<file path="src/rtl/watchdog_timer.sv">
// Supervisory watchdog: counts enabled cycles, warns early, trips and pulses force_reset on timeout.
// Define WD_FORMAL_EN to compile in the internal formal properties and cover.
module watchdog_timer #(
    parameter int unsigned TIMEOUT_CYCLES     = 1000000,
    parameter int unsigned WARNING_CYCLES     = 750000,
    parameter int unsigned RESET_PULSE_CYCLES = 16
) (
    input  logic        clk,
    input  logic        rst,
    input  logic        enable,
    input  logic        heartbeat,
    output logic        force_reset,
    output logic        warning,
    output logic        triggered,
    output logic [31:0] count
);

    localparam int unsigned     PW         = (RESET_PULSE_CYCLES > 1) ? $clog2(RESET_PULSE_CYCLES) : 1;
    localparam logic [31:0]     COUNT_LAST = 32'(TIMEOUT_CYCLES - 1);
    localparam logic [31:0]     WARN_AT    = 32'(WARNING_CYCLES);
    localparam logic [PW-1:0]   PULSE_LOAD = PW'(RESET_PULSE_CYCLES - 1);

    logic [PW-1:0] pulse_cnt;
    logic [31:0]   count_next;
    logic          kick;
    logic          trip_now;

    assign count_next = count + 32'd1;
    assign kick       = !enable || heartbeat;
    // A kick in the timeout cycle wins, so the trip needs a clean enabled, un-kicked cycle.
    assign trip_now   = !kick && !triggered && (count == COUNT_LAST);

    always_ff @(posedge clk) begin
        if (rst) begin
            count       <= '0;
            warning     <= 1'b0;
            triggered   <= 1'b0;
            force_reset <= 1'b0;
            pulse_cnt   <= '0;
        end else begin
            if (kick) begin
                count   <= '0;
                warning <= 1'b0;
            end else if (trip_now) begin
                triggered <= 1'b1;
                count     <= '0;
                warning   <= 1'b0;
            end else if (!triggered) begin
                count   <= count_next;
                warning <= (count_next >= WARN_AT);
            end else begin
                count <= '0;
            end

            // The pulse runs independently of enable/heartbeat once started.
            if (trip_now) begin
                force_reset <= 1'b1;
                pulse_cnt   <= PULSE_LOAD;
            end else if (force_reset) begin
                if (pulse_cnt == '0) begin
                    force_reset <= 1'b0;
                end else begin
                    pulse_cnt <= pulse_cnt - PW'(1);
                end
            end
        end
    end

`ifdef WD_FORMAL_EN
    logic f_past_valid;

    // Properties only hold once a reset has defined the state.
    always_ff @(posedge clk) begin
        if (rst) begin
            f_past_valid <= 1'b1;
        end
    end

    a_count_bound: assert property (@(posedge clk) f_past_valid |-> (count <= COUNT_LAST));
    a_pulse_needs_trip: assert property (@(posedge clk) f_past_valid |-> (!force_reset || triggered));
    a_trip_sticky: assert property (@(posedge clk) (f_past_valid && triggered && !rst) |=> triggered);
    a_warn_low: assert property (@(posedge clk) (f_past_valid && (count < WARN_AT)) |-> !warning);
    c_trip_from_reset: cover property (@(posedge clk)
        rst ##1 (!rst && !heartbeat)[*1:$] ##0 $rose(force_reset));
`endif

endmodule

</file>
<file path="config.mk">
export PLATFORM = sky130hd
export DESIGN_NAME = watchdog_timer
export DESIGN_NICKNAME = d
export VERILOG_FILES = /design/src/rtl/watchdog_timer.sv
export SDC_FILE = /design/constraint.sdc
export NUM_CORES = 1
export LEC_CHECK = 0
export ABC_CLOCK_PERIOD_IN_PS = 5210
export CELL_PAD_IN_SITES_DETAIL_PLACEMENT = 2
export CELL_PAD_IN_SITES_GLOBAL_PLACEMENT = 2
export CORE_UTILIZATION = 32
export DETAILED_ROUTE_END_ITERATION = 10
export PLACE_DENSITY = 0.83
export RECOVER_POWER = 100
export SLEW_MARGIN = 20
export SYNTH_ARGS = -nofsm -noshare
export SYNTH_HDL_FRONTEND = slang
export SYNTH_SLANG_ARGS = --single-unit
</file>
<file path="constraint.sdc">
create_clock -name clk -period 5.21 [get_ports clk]
set_clock_uncertainty 0.05 [all_clocks]
set_input_delay 1.042 -clock clk [delete_from_list [all_inputs] [get_ports clk]]
set_output_delay 1.042 -clock clk [all_outputs]
set_load 0.1 [all_outputs]
</file>
# Word level (Yosys, flattened, before mapping)
# Cells that the tools add are included.
# totals
regBits	39
input_bits	4
out_inout_bits	35
wordCells	29
# classes
add_sub_neg	2
magnitude_cmp	1
eq_ne	2
mux	6
n_bitwise	1
n_reduce_logical	12
# ops
op	n
$add A32 B1 Y32 const B	1
$eq A32 B20 Y1 const B	1
$ge A32 B20 Y1 const B	1
$mux W4	3
$logic_not A4 Y1	1
$reduce_and A2 Y1	2
$reduce_or A4 Y1	1
$sub A4 B1 Y4 const B	1
$logic_not A1 Y1	3
$mux W1	3
$reduce_or A3 Y1	1
$logic_and A1 B1 Y1	2
$ne A2 B2 Y1 const B	1
$reduce_bool A2 Y1	1
$logic_or A1 B1 Y1	1
$not A1 Y1	1

# Longest topological paths before layout
# depth
word_depth	7
depth_mapped	10
mapped_depth_nobuf	8

# Worst setup path after synthesis
# OpenSTA, ideal clock, no wires.
# synth_timing
path_kind	flip-flop to flip-flop
start	reg count[0]
end	reg warning
setup_time_ns	0.125
t_arrival_ns	3.114
t_required_ns	5.035
slack_ns	1.921
path_stages_with_launch	10
path_buffers	1
period_less_slack_ns	3.289
path_cell_list	dfxtp_1 > ha_1 > nand3_1 > or4_1 > clkbuf_1 > nor4_1 > a21oi_1 > a221o_1 > nor4b_1 > a21oi_1
# synth_between
elab_chain_len	3
elab_cells_between_ends	5
cone_classes	add/sub: 1; order compare: 1; eq/ne: 1; reduce/logical: 2
# synth_lines
element	line	source
from (decl)	15	output logic [31:0] count
from (signal assigned)	49	count <= count_next;
branches (longest 3 deep; another with $add A32 B1 Y32)	n/a	
to (signal assigned)	50	warning <= (count_next >= WARN_AT);
to (decl)	13	output logic warning,
# Several ways; the timed one is not identified.
# A chain may end at the register's enable or synchronous reset.

# Worst setup path in the final report
# layout_timing
start	in enable
end	reg count[4]
# layout_between
elab_chain_len	6
# layout_lines
element	line	source
from (decl)	10	input logic enable,
$logic_not A1 Y1 *	29	assign kick = !enable || heartbeat;
$logic_or A1 B1 Y1 *	29	
$logic_not A1 Y1	31	assign trip_now = !kick && !triggered && (count == COUNT_LAST);
$logic_and A1 B1 Y1 (2 in a row)	31	
$reduce_or A4 Y1 (no line) *	n/a	
# Every way passes the cells marked *; elsewhere a longest branch is shown, timed or not.

==> impl_metrics.tcl <==
set metrics [dict create \
    status "finished, violations left" \
    violations "DRC" \
    ys_warn_count 0 \
    coreArea_mm2 0.00646 \
    synth-seq-cells 39 \
    areaGrowthSynthToFinish_pct 21.5 \
    finalHoldViolCount 0 \
    max-slew-margin-rel 0.281 \
    remaining_drc_errors 4 \
    io_pins 39 \
    root_buffer "clkbuf_8" \
    cp-start-kind "input port" \
    diodes 0 \
    synthCells 275 \
    grt_max_degree 31 \
    cts_buffer_depth 2 \
    setup_violations 0 \
    cts_tree "built" \
    ys_async_sr_fraction 0 \
    cts_buffers 5 \
    holdWs_ns 0.486 \
    finalSetupTns_ns 0 \
    grt_util_all_layers 0.201 \
    initial_utilization 0.336 \
    p_per_area_mw_per_mm2 190 \
    ant_nets 0 \
    grt_pass1_wl_mm 11.3 \
    r2r_cells 7 \
    worstHoldStart "pulse_cnt[2]" \
    via_per_inst 5.54 \
    yosys_most_used_dff "dfxtp_1" \
    final_common_cell "nor2_1" \
    worst_slack_ns 1.63 \
    die_x_um 84.4 \
    layout_common_cells "nor2_1, dfxtp_1, dlygate4sd3_1" \
    syn_avg_cell_area_um2 7.89 \
    ctsHoldBuffers 0 \
    hold_class "reg2reg" \
    clk_pin_slew_ns 0.07 \
    ys_seq_area_frac 0.360 \
    antenna_found_initial 0 \
    cts_resized 0 \
    cts_setup_buffers 0 \
    critPathKind "in2reg" \
    wl_per_cell_um 17.9 \
    utilization 0.408 \
    timing.rr.start "count[0]" \
    h-tree-depth 2 \
    clock_sinks 39 \
    synth-edff-count 0 \
    yosysUniqueCellTypes 45 \
    fmax_mhz 280 \
    worstPathRequired_ns 5.29 \
    wl_mm 6.78 \
    synth_nets 281 \
    first_global_vias 2238 \
    die_height_um 84.4 \
    io_buffers 38 \
    drt_first_pass_iters 9 \
    rsz0062_at_grt "false" \
    worstHoldPathCells 2 \
    vdd_drop_max_mv 0.105 \
    place.gp.congestion 0.788 \
    p_total_uw 500 \
    drtIter0Drc 76 \
    vias 2094 \
    rrSetupSlack_ns 1.79 \
    dp_slack_ns 1.35 \
    fin_nets 308 \
    period_share 0.686 \
    dieArea_mm2 0.00712 \
    layout-drive-gt1-share 0.0432 \
    maxCapViolCount 0 \
    insertion_delay_ns 0.29 \
    min_period_ns 3.58 \
    hold_end "pulse_cnt[2]" \
    worstPathArrival_ns 3.65 \
    dpl.hpwl_mm 5.00 \
    finalMaxSlewViolations 0 \
    grt-ovfl-total 0 \
    end_kind "register" \
    placementRows 29 \
    worst_slew_pin_slew_ns 1.08 \
    p_leak_nw 0.932 \
    r2r_end "warning" \
    syn_area_mm2 0.00217 \
    cp_max_fo 30 \
]
routing by layer:
metal,share of wire,track usage,routed length (um)
met2,0.49,0.367,3350
met3,0.036,0.0364,245
met4,0.010,0.0462,68
met1,0.46,0.246,3120
met5,0,0,0
where the power goes:
| part | switching (mW) | internal (mW) |
|---|---|---|
| clock network | 0.101 | 0.0893 |
| logic | 0.00807 | 0.00312 |
| registers | 0.000794 | 0.298 |
| total | 0.110 | 0.391 |
worst max-delay path, cell delays in order:
cell           delay [ns]
dlygate4sd3_1        0.53
nor4bb_1             0.30
nand4_1              0.12
or3_1                0.50
nor2b_1              0.22
nand2_1              0.80
nor2_1               0.13
per-stage QoR:
| step | std cells | area, um2 |
|---|---|---|
| 3_3_place_gp | 372 | 2570 |
| 5_1_grt | 378 | 2640 |
| 2_1_floorplan | 275 | 2170 |
| 3_5_place_dp | 372 | 2570 |
| 4_1_cts | 378 | 2640 |
| 6_report | 378 | 2640 |
Yosys cell counts, types with 3 or more instances:
| library cell | instances | area [um2] |
|---|---|---|
| nand3_1 | 15 | 75.1 |
| and3_1 | 4 | 25.0 |
| nor3_1 | 5 | 25.0 |
| or4_1 | 5 | 37.5 |
| clkbuf_2 | 3 | 15.0 |
| nor4_1 | 9 | 56.3 |
| nand3b_1 | 4 | 30.0 |
| nand2_1 | 23 | 86.3 |
| inv_1 | 5 | 18.8 |
| xnor2_1 | 18 | 158 |
| clkbuf_1 | 10 | 37.5 |
| nand4b_1 | 3 | 26.3 |
| dfxtp_1 | 39 | 781 |
| xor2_1 | 15 | 131 |
| o211ai_1 | 5 | 37.5 |
| nor2_1 | 49 | 184 |
| a21oi_1 | 13 | 65.1 |
| nand4_1 | 8 | 50.1 |
| a31oi_1 | 3 | 18.8 |
| buf_2 | 4 | 20.0 |
| or3_1 | 3 | 18.8 |
| nor4_2 | 3 | 37.5 |
state kept, by name, summed over array words and instances, names as in the netlist:
name,count
count,32
pulse_cnt,4
force_reset,1
triggered,1
warning,1
kinds of logic (layout without fill, tap and decap cells):
logic type / after synthesis / after routing / share of synthesized area
muxes: 1 / 1 / 0.00519
buffers and inverters: 23 / 49 / 0.0438
adders and majority gates: 2 / 2 / 0.0115
AOI/OAI and AO/OA: 33 / 33 / 0.101
and+or+nand+nor: 144 / 144 / 0.345
DFF: 39 / 39 / 0.360
xor gates and xnor gates: 33 / 33 / 0.133
worst max path at each step:
stage	start	to	slack (ns)	cells past startpoint
final	enable	count[4]	1.63	7
after global routing	enable	count[9]	1.38	7
after CTS	enable	count[31]	1.65	7
after detailed placement	enable	count[31]	1.35	7
after global placement	enable	count[16]	1.50	7
after floorplan	count[0]	warning	1.92	9
cell type report:
type                    instances  area [um2]
inverters                       5        18.8
well taps                      77        96.3
multi-input cells             213        1290
clock buffers                   6        72.6
flip-flops and latches         39         781
repair buffers                 38         380
fillers                       751        3820
(Power assumes the default switching activity.)
==> variant 1, RTL diff (config.mk and constraints unchanged) <==
The parameter `RESET_PULSE_CYCLES` goes from 16 to 8.
--- a/src/rtl/watchdog_timer.sv
+++ b/src/rtl/watchdog_timer.sv
@@ -3,7 +3,7 @@
 module watchdog_timer #(
     parameter int unsigned TIMEOUT_CYCLES     = 1000000,
     parameter int unsigned WARNING_CYCLES     = 750000,
-    parameter int unsigned RESET_PULSE_CYCLES = 16
+    parameter int unsigned RESET_PULSE_CYCLES = 8
 ) (
     input  logic        clk,
     input  logic        rst,
Formal check against the unedited RTL: no difference found for any inputs over 10 cycles, from zero or initial values and one cycle with rst high; that may be too few to reach the edited logic, so the function may still have changed.
==> variant 1 against the unedited design <==
Sequential share of layout area fell by 0.34 points. Power rose by 1.4%. First-iteration DRC count rose by 25%. Sequential cell count fell by 1. Cell count fell by 1.6%. Sequential power fell by 3%. Cell area fell by 1.4%. Hold slack got worse by 0.032 ns. Via count fell by 2.9%. Combinational power barely moved. Wire length fell by 4.0%. Worst setup slack got worse by 0.50 ns. Critical path type unchanged. Area after synthesis fell by 1.7%.
==> variant 1: results (changes against the unedited design) <==
status:
  outcome: "finished clean"
power_and_ir_drop:
  ir_drop_uv: 155  # +47%
critical_path:
  cp.arrival_ns: 4.16  # +0.51 ns
  cp_max_fo: 17  # -43%
  max_stage_delay_ns: 0.70  # -0.10 ns
  slowest_stage: "clkbuf_1"
synthesis:
  synthTopCellsByCount: "45 x nor2_1, 38 x dfxtp_1, 18 x nand2_1"
  synth_compound_area_share_pct: 9.62  # -0.53 points
  synth-xor-area-share_pct: 12.7  # -0.59 points
  synthTopCellsByArea: "dfxtp_1 36%, nor2_1 7.9%, xnor2_1 6.6%"
  synth_nets: 275  # -2.1%
  synthAdderAreaFrac_pct: 1.76  # +0.61 points
  synth_cell_types: 47  # +4.4%
drt:
  routedWlPerCell_um: 17.5  # -2.4%
  vias: 2033  # -2.9%
  drt_iter0_markers: 95  # +25%
global_route:
  grt_pass1_vias: 2155  # -3.7%
  grt_max_degree: 18  # -42%
  grt_pass1_wl_um: 10800  # -4.1%
place:
  dp_hpwl_um: 4840  # -3.2%
  place_congestion: 0.781  # -0.90%
final_layout:
  layout.nets: 303  # -1.6%
  reg_top3: "count (32), pulse_cnt (3)"
  fillers: 741  # -1.3%
sta:
  worst_pin_slew_ns: 0.984  # -0.0925 ns
-- variant 1: changes by cell type in the layout (fill, tap and decap cells not counted), moves of 3 or more --
cell      change
inv_1         +6
a21oi_1       -3
and4_1        +4
nand3b_1      -3
nand4_1       +6
o21ai_0       +6
nor2_1        -4
nand2_1       -5
o211ai_1      -4
nor4_1        -7
-- variant 1: final timing paths --
kind | to | start | depth (start not counted) | slack [ns]
max | count[3] | heartbeat | 8 | 1.14
max reg2reg | count[3] | count[0] | 8 | 1.50
min reg2reg | count[0] | count[0] | 1 | 0.45
min | count[0] | count[0] | 1 | 0.45
-- variant 1: routing by layer --
layer / share of wire [%] / track usage, %
met5: 0 / 0
met3: 2.5 / 3.07
met1: 47 / 24.9
met2: 49 / 33.9
met4: 1.2 / 6.01
-- variant 1: critical path, delay by kind of cell --
family	cells	cell delay, ns
buffers and inverters	2	1.23
and+or+nand+nor	6	1.89
-- variant 1: final cells by class --
type	count	area, um2	area share [%]
inverters	11	41.3	1.59
multi-input cells	201	1230	47.5
flip-flops and latches	38	761	29.3
repair buffers	39	384	14.8
well taps	77	96.3	3.71
clock buffers	6	82.6	3.18
-- variant 1: per-stage QoR --
step	std cells	utilization [%]	setup slack (ns)	area (um2)	hold WS, ns
floorplan	268	-	1.87	2130	0.455
CTS	372	40.9	1.66	2610	0.457
global placement	366	39.6	1.50	2530	0.425
finish	372	40.7	1.14	2600	0.453
detailed placement	366	39.6	1.40	2530	0.443
global route	372	40.7	0.952	2600	0.498
-- variant 1: cell families after synthesis --
kind of cell | Yosys count
XOR/XNOR | 31
AO/OA/AOI/OAI | 33
buffers and inverters | 29
AND/OR/NAND/NOR | 130
adder cells (fa/ha/maj) | 3
multiplexers | 4
flip-flops | 38
-- variant 1: where the power goes --
part	total [mW]	switching [mW]	leakage [nW]	internal (mW)
Combinational	0.0112	0.00798	0.605	0.00319
Sequential	0.291	0.000570	0.306	0.291
Clock	0.205	0.103	0.0431	0.102
Total	0.508	0.112	0.954	0.396
==> variant 2, RTL diff (config.mk and constraints unchanged) <==
Without the edit above. Add an input register stage for `enable`, cleared by the reset; this delays it by one clock. The other inputs are not delayed to match.
--- a/src/rtl/watchdog_timer.sv
+++ b/src/rtl/watchdog_timer.sv
@@ -20,13 +20,23 @@
     localparam logic [31:0]     WARN_AT    = 32'(WARNING_CYCLES);
     localparam logic [PW-1:0]   PULSE_LOAD = PW'(RESET_PULSE_CYCLES - 1);
 
+    logic enable_q;
+
+    always_ff @(posedge clk) begin
+        if (rst) begin
+            enable_q <= '0;
+        end else begin
+            enable_q <= enable;
+        end
+    end
+
     logic [PW-1:0] pulse_cnt;
     logic [31:0]   count_next;
     logic          kick;
     logic          trip_now;
 
     assign count_next = count + 32'd1;
-    assign kick       = !enable || heartbeat;
+    assign kick       = !enable_q || heartbeat;
     // A kick in the timeout cycle wins, so the trip needs a clean enabled, un-kicked cycle.
     assign trip_now   = !kick && !triggered && (count == COUNT_LAST);
 
Formal check against the unedited RTL: not equivalent (a bounded check fails within 4 cycles, from zero or initial values and one cycle with rst high).
==> variant 2 against the unedited design <==
The flow finishes with violations (capacitance limit, slew limit). Count of clock-buffer cells in the layout unchanged. Wire length down 0.94%. Utilization about the same. Fmax down 1.2%. Power up 6.7%. Area after synthesis up 3.8%. Critical path type unchanged. Sequential cell count up 1. Worst setup slack worse by 0.044 ns. Cell area up 5.1%. Sequential share of layout area down 0.71 points.
==> variant 2: results (changes against the unedited design) <==
final_layout:
  layout-drive-gt1-share_pct: 8.64  # +4.3 points
  fillers: 787  # +4.8%
critical_path:
  ff2ff_setup_slack_ns: 1.75  # -0.04 ns
  cp.arrival_ns: 3.70  # +0.05 ns
  cp_max_fo: 32  # +6.7%
  r2r_start: "count[6]"
  endpoint: "count[2]"
global_route:
  grt_usage_pct: 19.7  # -0.41 points
  use_met3_pct: 3.66  # +0.019 points
  grt_pass1_vias: 2168  # -3.1%
  gr-usage-met2_pct: 34.0  # -2.8 points
place:
  post-place-cells: 389  # +4.6%
  dp_hpwl_um: 4920  # -1.6%
  place_congestion: 0.807  # +2.3%
synthesis:
  synth_nets: 270  # -3.9%
  synth_cell_types: 53  # +18%
  synthCells: 264  # -4.0%
  synthAdderAreaFrac_pct: 1.11  # -0.042 points
  synth_compound_area_share_pct: 10.3  # +0.18 points
  synth-xor-area-share_pct: 12.8  # -0.49 points
  synthTopCellsByArea: "dfxtp_1 36%, nor2_1 8.5%, xnor2_1 7.0%"
drt:
  routedWlPerCell_um: 16.9  # -5.7%
  first_pass_iters: 4  # -5
  vias: 2101  # +0.33%
power_and_ir_drop:
  cellLeakagePower_nw: 1.00  # +7.5%
  ir_drop_uv: 91.2  # -13%
status:
  outcome: "finished with violations"
  violations: "capacitance limit, slew limit"
job:
  max-cap-violations: 1  # +1
sta:
  max_slew_margin_pct: -11.1  # -39 points
  drv_slew: 8  # +8
[variant 2: changes by cell type after synthesis, moves of 4 or more]
| cell | before | now |
|---|---|---|
| clkbuf_1 | 10 | 2 |
| nor4_1 | 9 | 4 |
| nand4_4 | 0 | 4 |
| nand2_1 | 23 | 19 |
| nand3_2 | 0 | 4 |
[variant 2: logic make-up after synthesis]
| kind of cell | count (synthesis) |
|---|---|
| mux | 2 |
| simple gates | 135 |
| buf+inv | 17 |
| xor+xnor | 33 |
| compound gates | 35 |
| fa+ha+maj | 2 |
| flops | 40 |
[variant 2: area by class of cell]
| type | instances | area, um2 | area share (%) |
|---|---|---|---|
| sequential | 40 | 801 | 28.9 |
| clock buffer | 6 | 82.6 | 2.98 |
| inverter | 8 | 30.0 | 1.08 |
| tap | 96 | 120 | 4.33 |
| clock inverter | 2 | 10.0 | 0.361 |
| multi-input combinational | 207 | 1350 | 48.6 |
| timing repair buffer | 38 | 380 | 13.7 |
[variant 2: how the worst min path moves through the flow]
stage | from | to | slack [ns] | cells after the start
after floorplan | pulse_cnt[1] | pulse_cnt[1] | 0.47 | 2
after global placement | count[0] | count[0] | 0.46 | 1
after detailed placement | count[0] | count[0] | 0.49 | 1
after CTS | count[0] | count[0] | 0.51 | 1
after global routing | count[0] | count[0] | 0.53 | 1
final | count[0] | count[0] | 0.50 | 1
[variant 2: layer usage]
| metal | part of all wire (%) | vias to the layer above |
|---|---|---|
| met4 | 1.0 | 0 |
| li1 | - | 1012 |
| met1 | 47 | 1044 |
| met5 | 0 | - |
| met3 | 3.8 | 8 |
| met2 | 49 | 37 |
[variant 2: where the power goes]
part	switching (mW)	leakage, nW	total (mW)	internal (mW)
clock	0.113	0.0510	0.219	0.106
combinational	0.00544	0.628	0.00826	0.00282
sequential	0.000624	0.322	0.307	0.306
[variant 2: stage by stage]
step	worst slack, ns	instance area, um2	utilization (%)
floorplan	2.21	2250	-
CTS	1.91	2800	41.2
global placement	2.04	2700	39.8
global route	1.33	2770	40.8
finish	1.59	2770	40.8
detailed placement	1.91	2700	39.8
[variant 2: worst max-delay path: stages]
cell	delay (ns)
dlygate4sd3_1	0.53
nand2b_1	0.17
nor3_1	0.16
nand4_1	0.13
nor3_1	0.23
nand3_1	0.26
nand3_1	1.03
nor2_1	0.14
